`config.mk`:
```
export PLATFORM = sky130hd
export DESIGN_NAME = led_blink_driver
export DESIGN_NICKNAME = d
export VERILOG_FILES = /design/src/rtl/led_blink_driver_pkg.sv /design/src/rtl/led_blink_driver_phase_timer.sv /design/src/rtl/led_blink_driver.sv
export SDC_FILE = /design/constraint.sdc
export NUM_CORES = 1
export LEC_CHECK = 0
export CAP_MARGIN = 25
export CORE_MARGIN = 2
export CORE_UTILIZATION = 60
export CTS_CLUSTER_DIAMETER = 120
export DETAILED_ROUTE_END_ITERATION = 12
export PLACE_DENSITY = 0.88
export SKIP_LAST_GASP = 1
export SYNTH_ARGS = -nofsm -noshare
export SYNTH_HDL_FRONTEND = slang
export SYNTH_SLANG_ARGS = --single-unit
```
`constraint.sdc`:
```
create_clock -name clk -period 3.3 [get_ports clk]
set_input_delay 0.495 -clock clk [delete_from_list [all_inputs] [get_ports clk]]
set_output_delay 0.495 -clock clk [all_outputs]
set_load 0.005 [all_outputs]
```
`src/rtl/led_blink_driver_pkg.sv`:
```
// Shared game constants: state encoding for the LED blink FSM and the
// board-clock based timing defaults used by the display timing blocks.
package led_blink_driver_pkg;

    // Board clock frequency in Hz
    localparam int CLK_HZ = 50000000;

    // Default 0.5 s phase length, expressed in clk cycles
    localparam int HALF_SEC_TICKS = CLK_HZ / 2;

    // 2-bit state encodings for the blink sequencer
    localparam logic [1:0] ST_IDLE = 2'd0;
    localparam logic [1:0] ST_ON   = 2'd1;
    localparam logic [1:0] ST_OFF  = 2'd2;

    typedef enum logic [1:0] {
        S_IDLE = ST_IDLE,
        S_ON   = ST_ON,
        S_OFF  = ST_OFF
    } blink_state_e;

    // Larger of two phase lengths, used to size the shared tick counter
    function automatic int max_ticks(input int a, input int b);
        return (a > b) ? a : b;
    endfunction

endpackage

```
`src/rtl/led_blink_driver_phase_timer.sv`:
```
// Loadable down-counter with a terminal-count flag. A phase of N cycles is
// timed by loading N-1 on entry; tc_o is high during the last cycle of the
// phase, so the owner can switch phase on that same edge.
module led_blink_driver_phase_timer #(
    parameter int W = 4
) (
    input  logic         clk,
    input  logic         rst,
    input  logic         load_i,
    input  logic [W-1:0] load_val_i,
    output logic         tc_o
);

    logic [W-1:0] cnt_q;
    logic [W-1:0] cnt_d;

    // Next count: reload on request, otherwise count down and park at zero
    always_comb begin
        cnt_d = cnt_q;
        if (load_i) begin
            cnt_d = load_val_i;
        end else if (cnt_q != '0) begin
            cnt_d = cnt_q - W'(1);
        end
    end

    // Counter register
    always_ff @(posedge clk or posedge rst) begin
        if (rst) begin
            cnt_q <= '0;
        end else begin
            cnt_q <= cnt_d;
        end
    end

    assign tc_o = (cnt_q == '0);

endmodule

```
`src/rtl/led_blink_driver.sv`:
```
// LED output driver for the Binary Number Game. Shows a steady value while
// idle; on request flashes a latched pattern a given number of times with
// fixed on/off phase lengths, then pulses done for one cycle.
module led_blink_driver
    import led_blink_driver_pkg::*;
#(
    parameter int LED_W     = 8,
    parameter int ON_TICKS  = HALF_SEC_TICKS,
    parameter int OFF_TICKS = HALF_SEC_TICKS,
    parameter int CNT_W     = 4
) (
    input  logic             clk,
    input  logic             rst,
    input  logic [LED_W-1:0] steady,
    input  logic             start,
    input  logic [LED_W-1:0] pattern,
    input  logic [CNT_W-1:0] blink_count,
    input  logic             abort,
    output logic             busy,
    output logic             done,
    output logic [LED_W-1:0] led
);

    localparam int TICK_W = $clog2(max_ticks(ON_TICKS, OFF_TICKS) + 1);
    localparam logic [TICK_W-1:0] ON_LOAD  = TICK_W'(ON_TICKS - 1);
    localparam logic [TICK_W-1:0] OFF_LOAD = TICK_W'(OFF_TICKS - 1);

    blink_state_e     state_q,   state_d;
    logic [LED_W-1:0] pattern_q, pattern_d;
    logic [CNT_W-1:0] remain_q,  remain_d;
    logic [LED_W-1:0] led_q,     led_d;
    logic             busy_q,    busy_d;
    logic             done_q,    done_d;

    logic              tmr_load;
    logic [TICK_W-1:0] tmr_val;
    logic              tmr_tc;

    led_blink_driver_phase_timer #(
        .W (TICK_W)
    ) u_phase_timer (
        .clk        (clk),
        .rst        (rst),
        .load_i     (tmr_load),
        .load_val_i (tmr_val),
        .tc_o       (tmr_tc)
    );

    // Next-state, latch and registered-output logic for the blink sequence
    always_comb begin
        state_d   = state_q;
        pattern_d = pattern_q;
        remain_d  = remain_q;
        led_d     = steady;
        busy_d    = 1'b0;
        done_d    = 1'b0;
        tmr_load  = 1'b0;
        tmr_val   = ON_LOAD;

        case (state_q)
            S_IDLE: begin
                // abort is meaningless here, so start always wins
                if (start) begin
                    if (blink_count != '0) begin
                        state_d   = S_ON;
                        pattern_d = pattern;
                        remain_d  = blink_count;
                        led_d     = pattern;
                        busy_d    = 1'b1;
                        tmr_load  = 1'b1;
                        tmr_val   = ON_LOAD;
                    end else begin
                        done_d = 1'b1;
                    end
                end
            end

            S_ON: begin
                led_d  = pattern_q;
                busy_d = 1'b1;
                if (abort) begin
                    state_d = S_IDLE;
                    led_d   = steady;
                    busy_d  = 1'b0;
                end else if (tmr_tc) begin
                    state_d  = S_OFF;
                    led_d    = '0;
                    tmr_load = 1'b1;
                    tmr_val  = OFF_LOAD;
                end
            end

            S_OFF: begin
                led_d  = '0;
                busy_d = 1'b1;
                if (abort) begin
                    state_d = S_IDLE;
                    led_d   = steady;
                    busy_d  = 1'b0;
                end else if (tmr_tc) begin
                    remain_d = remain_q - CNT_W'(1);
                    if (remain_q == CNT_W'(1)) begin
                        // Last blink finished: hand control back
                        state_d = S_IDLE;
                        led_d   = steady;
                        busy_d  = 1'b0;
                        done_d  = 1'b1;
                    end else begin
                        state_d  = S_ON;
                        led_d    = pattern_q;
                        tmr_load = 1'b1;
                        tmr_val  = ON_LOAD;
                    end
                end
            end

            default: begin
                state_d = S_IDLE;
            end
        endcase
    end

    // State, latches and output registers
    always_ff @(posedge clk or posedge rst) begin
        if (rst) begin
            state_q   <= S_IDLE;
            pattern_q <= '0;
            remain_q  <= '0;
            led_q     <= '0;
            busy_q    <= 1'b0;
            done_q    <= 1'b0;
        end else begin
            state_q   <= state_d;
            pattern_q <= pattern_d;
            remain_q  <= remain_d;
            led_q     <= led_d;
            busy_q    <= busy_d;
            done_q    <= done_d;
        end
    end

    assign led  = led_q;
    assign busy = busy_q;
    assign done = done_q;

endmodule

```
==> results of run 1 <==
[layout by cell type, fill, tap and decap left out, drive strengths merged, types with 2 or more instances in the layout]
master / n
a21o: 9
nor2b: 2
a211o: 2
and2: 10
ha: 3
buf: 8
and3: 2
mux2i: 9
a21oi: 18
or3: 11
a221o: 8
nand3: 13
o31ai: 6
nand3b: 4
nor4: 7
nor3b: 4
nor2: 10
o22ai: 2
nand2b: 6
o21ai: 26
nand2: 22
inv: 6
xnor2: 4
or2: 3
clkbuf: 8
o211ai: 5
dfrtp: 49
clkdlybuf4s50: 33
nor3: 7
o41ai: 3
or4: 10
[routing by layer]
metal | wire, um | up-vias
li1 | - | 1132
met1 | 2640 | 1153
met2 | 3020 | 66
met3 | 259 | 10
met4 | 87 | 0
met5 | 0 | -
[where the power goes]
part / internal (uW) / switching, uW
Combinational: 166 / 143
Sequential: 673 / 58.9
Clock: 151 / 195
[metrics by stage]
stage / area [um2] / hold slack (ns) / utilization / total power [uW] / setup slack (ns)
after floorplan: 2700 / 0.471 / - / 914 / 1.25
final: 3180 / 0.465 / 0.729 / 1390 / 0.892
after global routing: 3180 / 0.512 / 0.729 / 1450 / 0.698
after global placement: 3070 / 0.480 / 0.705 / 1030 / 0.456
after detailed placement: 3080 / 0.488 / 0.706 / 1040 / 0.685
after CTS: 3160 / 0.512 / 0.725 / 1400 / 0.905
[synth_stat cells (all sizes together) (3+ instances only)]
| cell | count | area share |
|---|---|---|
| a21o | 9 | 0.025 |
| a21oi | 18 | 0.033 |
| a221o | 8 | 0.030 |
| and2 | 10 | 0.023 |
| buf | 5 | 0.017 |
| clkbuf | 10 | 0.014 |
| dfrtp | 49 | 0.45 |
| ha | 3 | 0.014 |
| inv | 6 | 0.0083 |
| mux2i | 9 | 0.033 |
| nand2 | 22 | 0.031 |
| nand2b | 6 | 0.014 |
| nand3 | 13 | 0.024 |
| nand3b | 4 | 0.011 |
| nor2 | 10 | 0.014 |
| nor3 | 7 | 0.013 |
| nor3b | 4 | 0.011 |
| nor4 | 7 | 0.021 |
| o211ai | 5 | 0.014 |
| o21ai | 26 | 0.048 |
| o31ai | 6 | 0.017 |
| o41ai | 3 | 0.0097 |
| or2 | 3 | 0.0069 |
| or3 | 11 | 0.027 |
| or4 | 10 | 0.028 |
| xnor2 | 4 | 0.013 |
[area by class of cell]
type	count	area (um2)	area share
tap	52	65.1	0.0205
timing repair buffer	41	403	0.127
clock buffer	8	80.1	0.0252
multi-input combinational	215	1380	0.434
sequential	49	1230	0.386
inverter	6	22.5	0.00709
[state kept, by name, summed over array words and instances (netlist names)]
signal and count:
remain_q 4, done 1, busy 1, pattern_q 8, led 8, u_phase_timer.cnt_q 25, state_q 2
[worst register-to-register path, stage by stage (launching register included)]
cell     delay [ns]
dfrtp_1        0.40
inv_1          0.10
ha_1           0.20
nor3b_1        0.43
nand4_1        0.23
or2_2          0.49
nor4_1         0.30
o22ai_1        0.14
[worst paths after layout]
kind / from / endpoint / slack, ns / cells after the start
max: u_phase_timer.cnt_q[0] / remain_q[3] / 0.89 / 7
min: rst / u_phase_timer.cnt_q[4] / 0.47 / 2
max reg2reg: u_phase_timer.cnt_q[0] / remain_q[3] / 0.89 / 7
min reg2reg: pattern_q[7] / pattern_q[7] / 0.51 / 1
max in group asynchronous: rst / u_phase_timer.cnt_q[7] / 2.34 / 3
min in group clk: pattern_q[7] / pattern_q[7] / 0.51 / 1
[logic make-up (layout without fill, tap and decap cells)]
logic type               Yosys count  in the layout  share of synthesized area
AND/OR/NAND/NOR                  113            113                      0.238
AO/OA/AOI/OAI                     85             85                      0.205
flip-flops                        49             49                      0.453
buffers and inverters             21             55                     0.0393
multiplexers                       9              9                     0.0333
XOR/XNOR                           5              5                     0.0162
adder cells (fa/ha/maj)            3              3                     0.0139
==> metrics.txt, run 1 <==
outcome=finished, final reports clean; layout cells sized above 1=0.0690; Max FO, Critical Path=20; H-Tree Depth=2; Layout Skew=0.00438 ns; CP Capture Type=register; clock latency on the worst-skew pair=0.30 ns; Residual DRC=0; Power per Cell Area=437 nW/um2; Final Hold Vio Count=0; all-layer global routing usage=0.255; final WL=6010 um; largest net degree at the start of global routing=50; Seq/Total Area, Yosys=0.453; Buf+Inv Stages, Crit Path=1; Post-Place Cells=around 360; post-route minimum period=roughly 2.4 ns; final setup fails=0; Via density=between 6 and 7; max_cap viols=0; worst hold-check path type=input pin to asynchronous set/reset pin; fin crit share=0.730; Mean Syn Cell Area=9.49 um2; Worst Path Arrival=roughly 2.6 ns; FFs w/ async S/R, synth=1.00; GP Congestion=slightly below 0.8; post-synthesis cell area=~2700 um2; Setup CP Type=register to register; Ys Warns=0; Mapped Cells=between 200 and 300; leakage=approximately 0.0012 uW; CTS Buffer Depth=2; CP peak stage delay=approximately 0.5 ns; first-pass GRT wire length=slightly above 10000 um; I/O pin total=34; CP cell instances=inv_1 > ha_1 > nor3b_1 > nand4_1 > or2_2 > nor4_1 > o22ai_1; GRT met1 Usage=0.330; PortBufs=33; Starting Density=0.621; Non-Filler Instances=371; Pre-antenna DRT Iters=4; Slew Limit Fails=0; CTS tree=built; fmax=415 MHz; cts hold-fix bufs=0; core area=roughly 4400 um2; clk sink count=49; Num CTS Buffers=5; Filler Cell Count=~310; VDD IR max=roughly 0.33 mV; post-route setup TNS=0 ns; Post-synth EDFFs=0; die area=between 5000 and 6000 um2; Die Span X=a little over 70 um; Row Count=24; busiest grt layer=met2; total gr overflow=0; critical path's top delay family=simple AND/OR/NAND/NOR gates; Inserted Diodes=0; DR WL/cell=16.2 um; Die H=71.1 um; area growth from synthesis to layout=17.4%; root buf cell=clkbuf_8; Worst-Margin Slew=0.651 ns; fin nets=~350; met3 Use GR=0.0570; Crit path required time=approximately 3.5 ns; RSZ-0062 raised after global routing=no; CP startpoint kind=register; antenna violations before repair=0; syn_nets=312; 1st-iter DRT viols=175; met2 usage=0.426; vias in the first global route=around 2200; Cell variety after synth=46; clk slew on worst S/H paths=approximately 0.08 ns; Post-CTS Resized=0; Primary FF master, synth=dfrtp_1; DRT antenna net count=0; Post-CTS Setup Repair Bufs=0; Max-slew headroom=0.564; slowest CP cell=or2_2; Detailed Place HPWL=4020 um; via count=about 2400; #FFs+latches synth=49
Power figures use the tool's default switching activity.
==> run 2, diff against run 1 <==
--- a/config.mk
+++ b/config.mk
@@ -7,10 +7,10 @@
 export LEC_CHECK = 0
 export CAP_MARGIN = 25
 export CORE_MARGIN = 2
-export CORE_UTILIZATION = 60
+export CORE_UTILIZATION = 50
 export CTS_CLUSTER_DIAMETER = 120
 export DETAILED_ROUTE_END_ITERATION = 12
-export PLACE_DENSITY = 0.88
+export PLACE_DENSITY = 0.79
 export SKIP_LAST_GASP = 1
 export SYNTH_ARGS = -nofsm -noshare
 export SYNTH_HDL_FRONTEND = slang
==> constraint.sdc (replaced) <==
create_clock -name clk -period 2.2 [get_ports clk]
set_input_delay 0.33 -clock clk [delete_from_list [all_inputs] [get_ports clk]]
set_output_delay 0.33 -clock clk [all_outputs]
set_load 0.005 [all_outputs]
==> run 2 against run 1 <==
Non-clock buffer count increased by 28. Global-route usage decreased by 1.6 points. Via count increased by 6.5%.
==> metrics.txt, run 2 (synthesis gave the netlist of run 1 again) <==
Setup CP Type=register to register (unchanged); clk slew on worst S/H paths=0.10 ns (was 0.08 ns); core area=5170 um2 (was 4350 um2); first-pass GRT wire length=11500 um (was 10300 um); Setup crit start=u_phase_timer.cnt_q[12] (was u_phase_timer.cnt_q[0]); fmax=458 MHz (was 415 MHz); final setup fails=0 (unchanged); clk sink count=49 (unchanged); Layout Skew=0.0133 ns (was 0.00438 ns); Row Count=26 (was 24); Pre-antenna DRT Iters=4 (unchanged); Via density=6.03 (was 6.36); fin nets=373 (was 345); Starting Density=0.523 (was 0.621); FF/Latch Area=1230 um2 (unchanged); Max FO, Critical Path=4 (was 20); total gr overflow=0 (unchanged); Worst Path Arrival=2.42 ns (was 2.59 ns); largest reg by FF count=u_phase_timer.cnt_q (unchanged); CP peak stage delay=0.54 ns (was 0.49 ns); Worst-Margin Slew=0.651 ns (about the same); post-route setup TNS=0 ns (unchanged); 1st-iter DRT viols=234 (was 175); Slew Limit Fails=0 (unchanged); VDD IR max=0.355 mV (was 0.334 mV); most common cell after layout, fill and taps aside=dfrtp_1 (unchanged); WHS=0.367 ns (was 0.465 ns); CP cell instances=or3_4 > or2_1 > or4_1 > or3_1 > a21oi_2 (was inv_1 > ha_1 > nor3b_1 > nand4_1 > or2_2 > nor4_1 > o22ai_1); Critical Path Stages=5 (was 7); cts hold-fix bufs=0 (unchanged); all-layer global routing usage=0.239 (was 0.255); vias in the first global route=2501 (was 2219); Power per Cell Area=631 nW/um2 (was 437 nW/um2); H-Tree Depth=2 (unchanged); root buf cell=clkbuf_8 (unchanged); Die Span X=77.5 um (was 71.1 um); layout cells sized above 1=0.167 (was 0.0690); Die H=77.5 um (was 71.1 um); antenna violations before repair=0 (unchanged); post-route minimum period=2.18 ns (was 2.41 ns); Detailed Place HPWL=4630 um (was 4020 um); Reg2Reg Depth=5 (was 7); Crit path required time=2.44 ns (was 3.48 ns); reg2reg start=u_phase_timer.cnt_q[12] (was u_phase_timer.cnt_q[0]); outcome=finished, final reports clean (unchanged); worst reg2reg setup slack=0.02 ns (was 0.89 ns); critical path's top delay family=simple AND/OR/NAND/NOR gates (unchanged); PortBufs=33 (unchanged); worst hold-check path type=input pin to asynchronous set/reset pin (unchanged); die area=6010 um2 (was 5060 um2); Buf+Inv Stages, Crit Path=0 (was 1); CTS tree=built (unchanged); GP Congestion=0.825 (was 0.768); max_cap viols=0 (unchanged); CTS Buffer Depth=2 (unchanged); Num CTS Buffers=5 (unchanged); clock latency on the worst-skew pair=0.32 ns (was 0.30 ns); Inserted Diodes=0 (unchanged); Max-slew headroom=0.564 (about the same); fin crit share=0.992 (was 0.730); Residual DRC=0 (unchanged); DRT antenna net count=0 (unchanged); largest net degree at the start of global routing=50 (unchanged); area of the multi-input gates=1420 um2 (was 1380 um2); Filler Cell Count=409 (was 306); CP startpoint kind=register (unchanged); commonest non-fill, non-tap cells in the layout=dfrtp_1 (49), buf_4 (34), clkdlybuf4s50_1 (33) (was dfrtp_1 (49), clkdlybuf4s50_1 (33), o21ai_0 (26)); slowest CP cell=or4_1 (was or2_2); via count=2514 (was 2361); I/O pin total=34 (unchanged); leakage=0.00134 uW (was 0.00120 uW); max FFs per register=25 (unchanged); DR WL/cell=16.4 um (was 16.2 um); CP Capture Type=register (unchanged); final WL=6840 um (was 6010 um); area growth from synthesis to layout=28.6% (was 17.4%); Final Hold Vio Count=0 (unchanged)
==> run 2: cell count changes in the layout (fill, tap and decap cells not counted), moves of 2 or more <==
cell and change:
inv_6 +2, clkbuf_1 -3, buf_4 +27, nor4_4 +2, a21oi_1 -2, nor4_2 -2
a21oi_2 +2
==> run 2: path summary, 6_finish.rpt <==
path | end
worst max register to register | u_phase_timer.cnt_q[17]
worst max-delay path | u_phase_timer.cnt_q[17]
worst min register to register | pattern_q[6]
max in group asynchronous | remain_q[2]
min in group clk | pattern_q[6]
worst min-delay path | u_phase_timer.cnt_q[19]
==> run 2: timing repair <==
action,in CTS,in global routing
buffers inserted,0,5
resized for setup,1,8
pin swaps,0,1
setup endpoints to repair,1,29
==> run 2: cell type report <==
| class | count | area share |
|---|---|---|
| Clock inverter | 3 | 0.00720 |
| Timing Repair Buffer | 69 | 0.180 |
| Clock buffer | 5 | 0.0198 |
| Sequential cell | 49 | 0.353 |
| Tap cell | 70 | 0.0252 |
| Multi-Input combinational cell | 215 | 0.409 |
| Inverter | 6 | 0.00648 |
==> run 2: metrics by stage <==
step	setup WS (ns)	area [um2]	utilization	instances	total power (uW)
floorplan	0.154	2700	-	285	1370
global placement	0.00995	3300	0.639	404	1570
detailed placement	-0.0376	3300	0.639	404	1600
CTS	0.0229	3400	0.657	412	2170
global route	-0.00467	3480	0.672	417	2310
finish	0.0178	3480	0.672	417	2190
==> run 2: report_power, final <==
part | total, uW | switching [uW] | leakage, uW | internal, uW
combinational | 525 | 233 | 0.000729 | 292
clock | 566 | 334 | 0.0000452 | 232
sequential | 1100 | 93.2 | 0.000561 | 1010
total | 2190 | 660 | 0.00134 | 1530
==> run 2: per-layer routing <==
layer | vias to the layer above | routed length [um] | part of all wire | global-route usage
met5 | - | 0 | 0 | 0
met4 | 0 | 167 | 0.024 | 0.111
met3 | 17 | 274 | 0.040 | 0.0395
met2 | 71 | 3480 | 0.51 | 0.397
met1 | 1236 | 2920 | 0.43 | 0.306
li1 | 1190 | - | - | -
==> run 2: worst min-delay path: cells and delay by family <==
| kind | cells | cell delay [ns] |
|---|---|---|
| buffers and inverters | 3 | 0.73 |
==> run 3, diff against run 2 <==
--- a/config.mk
+++ b/config.mk
@@ -8,7 +8,6 @@
 export CAP_MARGIN = 25
 export CORE_MARGIN = 2
 export CORE_UTILIZATION = 50
-export CTS_CLUSTER_DIAMETER = 120
 export DETAILED_ROUTE_END_ITERATION = 12
 export PLACE_DENSITY = 0.79
 export SKIP_LAST_GASP = 1
==> results of run 3 <==
The final DEF is identical to that of run 2; final timing and power are the same.
